==> config.mk <==
export PLATFORM = sky130hd
export DESIGN_NAME = vga_scan_controller
export DESIGN_NICKNAME = d
export VERILOG_FILES = /design/src/rtl/vga_pkg.sv /design/src/rtl/vga_scan_counter.sv /design/src/rtl/vga_scan_controller.sv
export SDC_FILE = /design/constraint.sdc
export NUM_CORES = 1
export LEC_CHECK = 0
export ABC_AREA = 1
export CAP_MARGIN = 20
export CORE_MARGIN = 4
export CORE_UTILIZATION = 30
export DETAILED_ROUTE_END_ITERATION = 8
export DONT_BUFFER_PORTS = 1
export REMOVE_ABC_BUFFERS = 1
export SYNTH_ARGS = -nofsm -noshare
export SYNTH_HDL_FRONTEND = slang
export SYNTH_SLANG_ARGS = --single-unit
export TNS_END_PERCENT = 50
==> constraint.sdc <==
create_clock -name clk -period 2.53 [get_ports clk]
set_clock_uncertainty 0.15 [all_clocks]
set_input_delay 0.506 -clock clk [delete_from_list [all_inputs] [get_ports clk]]
set_output_delay 0.506 -clock clk [all_outputs]
set_load 0.03 [all_outputs]
==> src/rtl/vga_pkg.sv <==
// -----------------------------------------------------------------------------
// vga_pkg
// Shared types and constants for the VGA scan path:
//   - rgb12_t     : packed {R,G,B} colour, 4 bits per channel
//   - VGA_*       : 640x480 @ 60 Hz timing defaults (25 MHz pixel clock)
//   - total4()    : sums the four segments of a line or frame
//   - bar_colour(): colour-bar lookup used by the optional test pattern
// -----------------------------------------------------------------------------
package vga_pkg;

  typedef struct packed {
    logic [3:0] r;
    logic [3:0] g;
    logic [3:0] b;
  } rgb12_t;

  localparam int unsigned VGA_H_ACTIVE = 32'd640;
  localparam int unsigned VGA_H_FP     = 32'd16;
  localparam int unsigned VGA_H_SYNC   = 32'd96;
  localparam int unsigned VGA_H_BP     = 32'd48;
  localparam int unsigned VGA_V_ACTIVE = 32'd480;
  localparam int unsigned VGA_V_FP     = 32'd10;
  localparam int unsigned VGA_V_SYNC   = 32'd2;
  localparam int unsigned VGA_V_BP     = 32'd33;

  // Length of a line or frame from its active/porch/sync segments.
  function automatic int unsigned total4(input int unsigned a, input int unsigned b,
                                         input int unsigned c, input int unsigned d);
    return a + b + c + d;
  endfunction

  localparam int unsigned VGA_H_TOTAL = total4(VGA_H_ACTIVE, VGA_H_FP, VGA_H_SYNC, VGA_H_BP);
  localparam int unsigned VGA_V_TOTAL = total4(VGA_V_ACTIVE, VGA_V_FP, VGA_V_SYNC, VGA_V_BP);

  // Colour bars: index bit 2 -> red, bit 1 -> green, bit 0 -> blue, full scale.
  function automatic rgb12_t bar_colour(input logic [2:0] idx);
    rgb12_t col;
    case (idx)
      3'd0:    col = rgb12_t'(12'h000);
      3'd1:    col = rgb12_t'(12'h00F);
      3'd2:    col = rgb12_t'(12'h0F0);
      3'd3:    col = rgb12_t'(12'h0FF);
      3'd4:    col = rgb12_t'(12'hF00);
      3'd5:    col = rgb12_t'(12'hF0F);
      3'd6:    col = rgb12_t'(12'hFF0);
      3'd7:    col = rgb12_t'(12'hFFF);
      default: col = rgb12_t'(12'h000);
    endcase
    return col;
  endfunction

endpackage

==> src/rtl/vga_scan_counter.sv <==
// -----------------------------------------------------------------------------
// vga_scan_counter
// Free-running raster counters plus stage-0 timing decode.
// Ports:
//   clk_i, reset_i   pixel clock, synchronous active-high reset
//   h_cnt_o, v_cnt_o current column / row
//   act0_o           counters inside the visible area
//   hs0_o, vs0_o     sync levels for the current position (active low)
//   frame0_o         counters sit at (0,0)
// -----------------------------------------------------------------------------
module vga_scan_counter
  import vga_pkg::*;
#(
  parameter int unsigned H_ACTIVE = VGA_H_ACTIVE,
  parameter int unsigned H_FP     = VGA_H_FP,
  parameter int unsigned H_SYNC   = VGA_H_SYNC,
  parameter int unsigned H_BP     = VGA_H_BP,
  parameter int unsigned V_ACTIVE = VGA_V_ACTIVE,
  parameter int unsigned V_FP     = VGA_V_FP,
  parameter int unsigned V_SYNC   = VGA_V_SYNC,
  parameter int unsigned V_BP     = VGA_V_BP,
  parameter int unsigned HW       = $clog2(total4(H_ACTIVE, H_FP, H_SYNC, H_BP)),
  parameter int unsigned VW       = $clog2(total4(V_ACTIVE, V_FP, V_SYNC, V_BP))
) (
  input  logic          clk_i,
  input  logic          reset_i,
  output logic [HW-1:0] h_cnt_o,
  output logic [VW-1:0] v_cnt_o,
  output logic          act0_o,
  output logic          hs0_o,
  output logic          vs0_o,
  output logic          frame0_o
);

  localparam int unsigned H_TOTAL = total4(H_ACTIVE, H_FP, H_SYNC, H_BP);
  localparam int unsigned V_TOTAL = total4(V_ACTIVE, V_FP, V_SYNC, V_BP);

  localparam logic [HW-1:0] H_LAST     = HW'(H_TOTAL - 32'd1);
  localparam logic [VW-1:0] V_LAST     = VW'(V_TOTAL - 32'd1);
  localparam logic [HW-1:0] H_VIS      = HW'(H_ACTIVE);
  localparam logic [VW-1:0] V_VIS      = VW'(V_ACTIVE);
  localparam logic [HW-1:0] HS_FIRST   = HW'(H_ACTIVE + H_FP);
  localparam logic [HW-1:0] HS_LAST    = HW'(H_ACTIVE + H_FP + H_SYNC - 32'd1);
  localparam logic [VW-1:0] VS_FIRST   = VW'(V_ACTIVE + V_FP);
  localparam logic [VW-1:0] VS_LAST    = VW'(V_ACTIVE + V_FP + V_SYNC - 32'd1);

  logic [HW-1:0] h_cnt_q, h_cnt_d;
  logic [VW-1:0] v_cnt_q, v_cnt_d;

  // Next position: column wraps every line, row advances only on that wrap.
  always_comb begin
    h_cnt_d = h_cnt_q;
    v_cnt_d = v_cnt_q;
    if (h_cnt_q == H_LAST) begin
      h_cnt_d = '0;
      if (v_cnt_q == V_LAST) begin
        v_cnt_d = '0;
      end else begin
        v_cnt_d = v_cnt_q + VW'(1);
      end
    end else begin
      h_cnt_d = h_cnt_q + HW'(1);
    end
  end

  // Position registers.
  always_ff @(posedge clk_i) begin
    if (reset_i) begin
      h_cnt_q <= '0;
      v_cnt_q <= '0;
    end else begin
      h_cnt_q <= h_cnt_d;
      v_cnt_q <= v_cnt_d;
    end
  end

  assign h_cnt_o  = h_cnt_q;
  assign v_cnt_o  = v_cnt_q;
  assign act0_o   = (h_cnt_q < H_VIS) && (v_cnt_q < V_VIS);
  assign hs0_o    = !((h_cnt_q >= HS_FIRST) && (h_cnt_q <= HS_LAST));
  assign vs0_o    = !((v_cnt_q >= VS_FIRST) && (v_cnt_q <= VS_LAST));
  assign frame0_o = (h_cnt_q == '0) && (v_cnt_q == '0);

endmodule

==> src/rtl/vga_scan_controller.sv <==
// -----------------------------------------------------------------------------
// vga_scan_controller
// Raster-scan initiator: issues pxl_x/pxl_y to the sprite drawers, takes their
// registered colour/Drawing response one cycle later and drives the VGA pins.
// Coordinate to pins is two cycles; sync is delayed the same amount.
// Ports:
//   clk, reset                         pixel clock, synchronous active-high reset
//   pxl_x, pxl_y                       scan coordinate (zero-extended)
//   Red_level/Green_level/Blue_level   drawer colour (one cycle after coordinate)
//   Drawing                            drawer hit (same timing as colour)
//   bg_rgb                             background colour {R,G,B}
//   vga_r, vga_g, vga_b                DAC outputs (black in blanking)
//   hsync, vsync                       active-low syncs
//   frame_start                        one-cycle pulse per frame
//   test_mode                          colour-bar override, only when the
//                                      VGA_TEST_PATTERN_EN macro is defined
// -----------------------------------------------------------------------------
module vga_scan_controller
  import vga_pkg::*;
#(
  parameter int unsigned H_ACTIVE = VGA_H_ACTIVE,
  parameter int unsigned H_FP     = VGA_H_FP,
  parameter int unsigned H_SYNC   = VGA_H_SYNC,
  parameter int unsigned H_BP     = VGA_H_BP,
  parameter int unsigned V_ACTIVE = VGA_V_ACTIVE,
  parameter int unsigned V_FP     = VGA_V_FP,
  parameter int unsigned V_SYNC   = VGA_V_SYNC,
  parameter int unsigned V_BP     = VGA_V_BP
) (
  input  logic        clk,
  input  logic        reset,
  output logic [31:0] pxl_x,
  output logic [31:0] pxl_y,
  input  logic [3:0]  Red_level,
  input  logic [3:0]  Green_level,
  input  logic [3:0]  Blue_level,
  input  logic        Drawing,
  input  logic [11:0] bg_rgb,
  output logic [3:0]  vga_r,
  output logic [3:0]  vga_g,
  output logic [3:0]  vga_b,
  output logic        hsync,
  output logic        vsync,
  output logic        frame_start
`ifdef VGA_TEST_PATTERN_EN
  ,
  input  logic        test_mode
`endif
);

  localparam int unsigned HW = $clog2(total4(H_ACTIVE, H_FP, H_SYNC, H_BP));
  localparam int unsigned VW = $clog2(total4(V_ACTIVE, V_FP, V_SYNC, V_BP));

  logic [HW-1:0] h_cnt_s;
  logic [VW-1:0] v_cnt_s;
  logic          act0_s, hs0_s, vs0_s, frame0_s;

  vga_scan_counter #(
    .H_ACTIVE (H_ACTIVE), .H_FP (H_FP), .H_SYNC (H_SYNC), .H_BP (H_BP),
    .V_ACTIVE (V_ACTIVE), .V_FP (V_FP), .V_SYNC (V_SYNC), .V_BP (V_BP),
    .HW       (HW),       .VW   (VW)
  ) u_counter (
    .clk_i    (clk),
    .reset_i  (reset),
    .h_cnt_o  (h_cnt_s),
    .v_cnt_o  (v_cnt_s),
    .act0_o   (act0_s),
    .hs0_o    (hs0_s),
    .vs0_o    (vs0_s),
    .frame0_o (frame0_s)
  );

  assign pxl_x = {{(32 - HW){1'b0}}, h_cnt_s};
  assign pxl_y = {{(32 - VW){1'b0}}, v_cnt_s};

  logic   act1_q, hs1_q, vs1_q;
  rgb12_t rgb_q, rgb_d;
  logic   hsync_q, vsync_q, frame_start_q;

`ifdef VGA_TEST_PATTERN_EN
  logic [2:0] bar1_q;

  // Column bits picking the bar, aligned with the drawer response.
  always_ff @(posedge clk) begin
    if (reset) begin
      bar1_q <= 3'd0;
    end else begin
      bar1_q <= pxl_x[8:6];
    end
  end
`endif

  // Stage 1: delay decode one cycle to meet the drawers' registered response.
  // Sync flags rest at the inactive (high) level.
  always_ff @(posedge clk) begin
    if (reset) begin
      act1_q <= 1'b0;
      hs1_q  <= 1'b1;
      vs1_q  <= 1'b1;
    end else begin
      act1_q <= act0_s;
      hs1_q  <= hs0_s;
      vs1_q  <= vs0_s;
    end
  end

  // Colour mux: blanking beats everything, then bars, then drawer, then bg.
  always_comb begin
    rgb_d = '0;
    if (!act1_q) begin
      rgb_d = '0;
    end
`ifdef VGA_TEST_PATTERN_EN
    else if (test_mode) begin
      rgb_d = bar_colour(bar1_q);
    end
`endif
    else if (Drawing) begin
      rgb_d = '{r: Red_level, g: Green_level, b: Blue_level};
    end else begin
      rgb_d = rgb12_t'(bg_rgb);
    end
  end

  // Output registers: RGB and syncs leave together; frame_start follows (0,0).
  always_ff @(posedge clk) begin
    if (reset) begin
      rgb_q         <= '0;
      hsync_q       <= 1'b1;
      vsync_q       <= 1'b1;
      frame_start_q <= 1'b0;
    end else begin
      rgb_q         <= rgb_d;
      hsync_q       <= hs1_q;
      vsync_q       <= vs1_q;
      frame_start_q <= frame0_s;
    end
  end

  assign vga_r       = rgb_q.r;
  assign vga_g       = rgb_q.g;
  assign vga_b       = rgb_q.b;
  assign hsync       = hsync_q;
  assign vsync       = vsync_q;
  assign frame_start = frame_start_q;

endmodule

# ---- After elaboration in Yosys (flattened, before gate mapping)
# Cells that the tools add are included.
dict set report word_totals {
  register_bits 38
  elab_cells 34
}
dict set report op_classes {
  addsub 2
  order_cmp 6
  eq_ne 2
  muxes 2
  bitwise_logic 1
  n_reduce_logical 10
}
# op n
set op_table {}
lappend op_table {{$add A10 B1 Y10 const B} 2}
lappend op_table {{$eq A10 B10 Y1 const B} 2}
lappend op_table {{$logic_not A10 Y1} 2}
lappend op_table {{$mux W12} 1}
lappend op_table {{$ge A10 B10 Y1 const B} 1}
lappend op_table {{$ge A10 B9 Y1 const B} 1}
lappend op_table {{$le A10 B10 Y1 const B} 1}
lappend op_table {{$le A10 B9 Y1 const B} 1}
lappend op_table {{$lt A10 B10 Y1 const B} 1}
lappend op_table {{$lt A10 B9 Y1 const B} 1}
lappend op_table {{$mux W10} 1}
lappend op_table {{$logic_and A1 B1 Y1} 4}
lappend op_table {{$reduce_or A2 Y1} 2}
lappend op_table {{$logic_not A1 Y1} 2}
lappend op_table {{$not A1 Y1} 1}

# ---- Longest topological paths before layout
dict set report logic_depth {
  word_depth 3
  ltp_mapped 9
  mapped_depth_nobuf 9
}

# ---- Modules after synthesis
# From an unflattened synthesis, not the netlist that was laid out.
dict set report unflattened {
  cells_unflattened 295
  hier_area_um2 2178.3
}
# mod n_inst cells_per_inst area_each_um2 seq_area_each_um2
set by_module_without_submodules {}
lappend by_module_without_submodules {vga_scan_counter 1 182 1204.9 400.4}
lappend by_module_without_submodules {vga_scan_controller 1 113 973.4 360.3}

# ---- Least setup slack after synthesis
# Ideal clock, no wire load.
dict set report synth_path {
  path_kind {reg-to-reg}
  start {register u_counter.h_cnt_q[0] (netlist: u_counter.h_cnt_o[0])}
  end {register u_counter.v_cnt_q[5] (netlist: u_counter.v_cnt_o[5])}
  t_arrival_ps 1474
  t_required_ps 2264
  slack_ps 790
  stages_incl_launch_ff 10
  period_less_slack_ps 1740
  cell_sequence {dfxtp_1 -> ha_1 -> nand2_2 -> nor2_8 -> inv_4 -> nor2_4 -> buf_6 -> nand3_1 -> nand2_1 -> nor2_1}
}
dict set report synth_between {
  elab_chain_cells 1
}
# element line
set synth_lines {}
lappend synth_lines {{start, declared} vga_scan_counter.sv:47} ;# logic [HW-1:0] h_cnt_q, h_cnt_d;
lappend synth_lines {{start signal, assigned} vga_scan_counter.sv:72} ;# h_cnt_q <= h_cnt_d;
lappend synth_lines {{$eq A10 B10 Y1} vga_scan_counter.sv:54} ;# if (h_cnt_q == H_LAST) begin
lappend synth_lines {{end signal, assigned} vga_scan_counter.sv:73} ;# v_cnt_q <= v_cnt_d;
lappend synth_lines {{end, declared} vga_scan_counter.sv:48} ;# logic [VW-1:0] v_cnt_q, v_cnt_d;
# Every way passes these cells.
# A chain may end at the register's enable or synchronous reset.

# ---- Worst setup path in the final report
dict set report layout_path {
  start {register u_counter.h_cnt_q[1] (netlist: u_counter.h_cnt_o[1])}
  end {register u_counter.v_cnt_q[5] (netlist: u_counter.v_cnt_o[5])}
}
# Same word-level chain as after synthesis.

==> impl_metrics.py <==
metrics = {
    "timing": {
        "hold_viol": 0,
        "rsz0062_at_grt": "no",
        "period_share_pct": 80.32,
        "holdWs_ns": 0.1298,
        "clock.fmax_ghz": 0.4921,
        "drv_slew": 0,
        "worst_slack_ns": 0.4980,
        "min_period_ns": 2.032,
        "setup_viol_count_final": 0,
        "slew-limit-headroom_pct": 63.49,
        "finalSetupTns_ns": 0,
        "worst_slew_pin_slew_ns": 0.5470,
    },
    "worst_setup_path": {
        "startpoint_type": "flop",
        "rrSetupSlack_ns": 0.50,
        "crit_path_top_delay_cell": "dfxtp_1",
        "cp_num_buf_inv": 0,
        "r2r_end": "u_counter.v_cnt_o[5]",
        "crit_type": "flop to flop",
        "cp.required_ns": 2.56,
        "cp_max_fo": 12,
        "reg2regPathDepth": 8,
        "worstSetupEndpointType": "flop",
        "cp_top_family": "simple AND/OR/NAND/NOR gates",
        "path_cells": "ha_1 > nand2_2 > nor2_8 > nand3_2 > nand2_2 > nand2_2 > nand2_1 > nor2_1",
        "critPathArrivalTime_ns": 2.06,
        "rr_startpoint": "u_counter.h_cnt_o[1]",
        "critPathMaxStageDelay_ns": 0.56,
        "critPathMostFrequentCell": "nand2_2",
    },
    "placement": {
        "placed_cells": 383,
        "dp_hpwl_mm": 3.438,
        "finalWeightedCongestion": 0.8202,
        "numPortBuffers": 0,
        "dp_worst_setup_slack_ns": 0.4977,
    },
    "pwr": {
        "switching_share_pct": 29.64,
        "leakage_nw": 0.9337,
        "switching_power_mw": 0.3577,
        "powerDensity_nw_per_um2": 568.8,
        "power_mw": 1.207,
        "internal_power_mw": 0.8494,
        "p_comb_share_pct": 11.1,
        "pwr-share-seq_pct": 53.5,
        "clkPwrFrac_pct": 35.4,
        "vdd_ir_drop_max_uv": 192.7,
    },
    "synth": {
        "ys_seq_area_share_pct": 36.36,
        "postSynthCellCount": 290,
        "synth_most_common_cell": "nand2_1",
        "synth.distinct_cells": 30,
        "synth_edf_count": 0,
        "ys_ff_latch": 38,
        "synth_top_area_share_pct": 36.36,
        "async_flop_share_pct": 0,
        "synth_commonest_cells": "nand2_1 (69), buf_4 (44), dfxtp_1 (38)",
        "synth_area_leaders": "dfxtp_1 (36%), buf_4 (16%), nand2_1 (12%)",
        "netlist_area_sq_um": 2092,
        "ys.flop_type": "dfxtp_1",
        "yosysTopAreaCell": "dfxtp_1",
        "synth_area_per_cell_sq_um": 7.214,
        "ys_warn_count": 0,
    },
    "final_layout": {
        "nNetsFinal": 325,
        "n_antenna_cell": 0,
        "stdcell_count": 391,
        "drive_gt1_share_pct": 8.814,
        "fillCellCount": 710,
        "register_area_sq_um": 760.7,
        "multi_input_area_sq_um": 1020,
        "syn_to_final_growth_pct": 1.436,
    },
    "cts": {
        "cts_num_sinks": 38,
        "cts_buffers": 5,
        "h-tree-depth": 2,
        "cts_resized": 0,
        "path_clk_slew_ns": 0.07,
        "clk_path_buf_depth": 2,
        "root_buffer": "clkbuf_8",
        "hold_buffers": 0,
        "clock_latency_ns": 0.28,
        "cts_tree": "built",
        "post-cts-setup-buffers": 0,
    },
    "routing": {
        "routed_via_density": 4.100,
        "ant_nets": 0,
        "first_iter_violations": 115,
        "vias": 1603,
        "wl_per_cell_microns": 11.03,
        "dr.pass1.iters": 4,
        "drcViolationCount": 0,
        "routed_wl_mm": 4.312,
    },
    "outcome": {
        "outcome": "finished clean",
    },
    "die": {
        "io_pins": 106,
        "start_util_pct": 30.79,
        "die_w_microns": 91.51,
        "fp.coreArea_sq_um": 6794,
        "dieHeight_microns": 91.51,
        "die_area_sq_um": 8373,
        "rows": 30,
    },
    "global_routing": {
        "busiest_layer": "met2",
        "grt_use_met2_pct": 15.82,
        "grt_max_degree": 14,
        "grt_pass1_wl_mm": 6.472,
        "antenna_found_initial": 0,
        "grt_pass1_vias": 1363,
        "grt_overflow": 0,
        "use_met3_pct": 4.640,
        "met1_usage_pct": 10.49,
        "grtUsageTotal_pct": 9.613,
    },
    "run": {
        "maxCapViolations": 0,
    },
    "hold_path": {
        "hold-path-cell-count": 1,
        "hp-class": "primary input to flop",
        "worstHoldEndpoint": "u_counter.v_cnt_o[8]",
        "min_from": "reset",
    },
}
-- final cells by class --
cell class                      instances  share of cell area [%]
Multi-Input combinational cell        218                   48.05
Sequential cell                        38                   35.85
Tap cell                               96                   5.660
Inverter                               28                   5.071
Clock buffer                            7                   4.068
Timing Repair Buffer                    3                   1.061
Clock inverter                          1                  0.2358
-- placed cells by master, fill, tap and decap left out, types with 4 or more instances in the layout --
cell type,n
clkbuf_8,6
ha_1,4
nor3_1,6
nor2_1,30
nand2_1,69
nand3_1,16
a21oi_1,21
inv_1,25
conb_1,44
nand4_1,6
dfxtp_1,38
-- power groups by stage --
| stage | clock network [mW] | logic, mW | registers [mW] |
|---|---|---|---|
| final | 0.427 | 0.134 | 0.646 |
| after detailed placement | 0 | 0.133 | 0.661 |
| after floorplan | 0 | 0.119 | 0.661 |
| after global routing | 0.469 | 0.146 | 0.647 |
| after CTS | 0.445 | 0.133 | 0.646 |
| after global placement | 0 | 0.133 | 0.660 |
-- metal layers --
metal  share of wire [%]  wire (microns)  vias up
met1                  37            1595      683
met2                  48            2065       87
met3                  14             615        4
met4                0.83              36        0
met5                   0               0        -
li1                    -               -      829
-- logic make-up (layout without fill, tap and decap cells) --
kind of cell    after synthesis  after routing  share of synthesized area, %
other cells                   1             44                        0.1793
flops                        38             38                         36.36
compound gates               25             25                         6.160
buf+inv                      77             39                         22.61
fa+ha+maj                     4              4                         2.392
xor+xnor                      3              3                         1.256
simple gates                142            142                         31.04
-- worst max-delay path by stage --
stage	startpoint	slack, ns	endpoint	cells after the start
after CTS	u_counter.h_cnt_o[1]	0.49	u_counter.v_cnt_o[5]	8
after global placement	u_counter.h_cnt_o[1]	0.54	u_counter.v_cnt_o[5]	8
after floorplan	u_counter.h_cnt_o[0]	0.71	u_counter.v_cnt_o[5]	8
after global routing	u_counter.h_cnt_o[1]	0.38	u_counter.v_cnt_o[5]	8
after detailed placement	u_counter.h_cnt_o[1]	0.50	u_counter.v_cnt_o[5]	8
final	u_counter.h_cnt_o[1]	0.50	u_counter.v_cnt_o[5]	8
-- per-stage QoR --
step | util [%] | area [sq um]
2_1_floorplan | - | 1888
3_3_place_gp | 29.89 | 2031
3_5_place_dp | 29.89 | 2031
4_1_cts | 31.23 | 2122
5_1_grt | 31.23 | 2122
6_report | 31.23 | 2122
-- worst reg2reg max path, delay by kind of cell (launching register included) --
family	cells	cell delay, ns
and+or+nand+nor	7	0.97
DFF	1	0.56
adders and majority gates	1	0.26
-- registers in the layout (all words and copies together) (netlist names) --
signal and cells:
hs1_q 1, u_counter.h_cnt_o 10, vga_b 4, hsync 1, vs1_q 1, vga_g 4, act1_q 1, u_counter.v_cnt_o 10
vga_r 4, vsync 1, frame_start 1
Note: power is estimated with default switching activity, not from simulation.
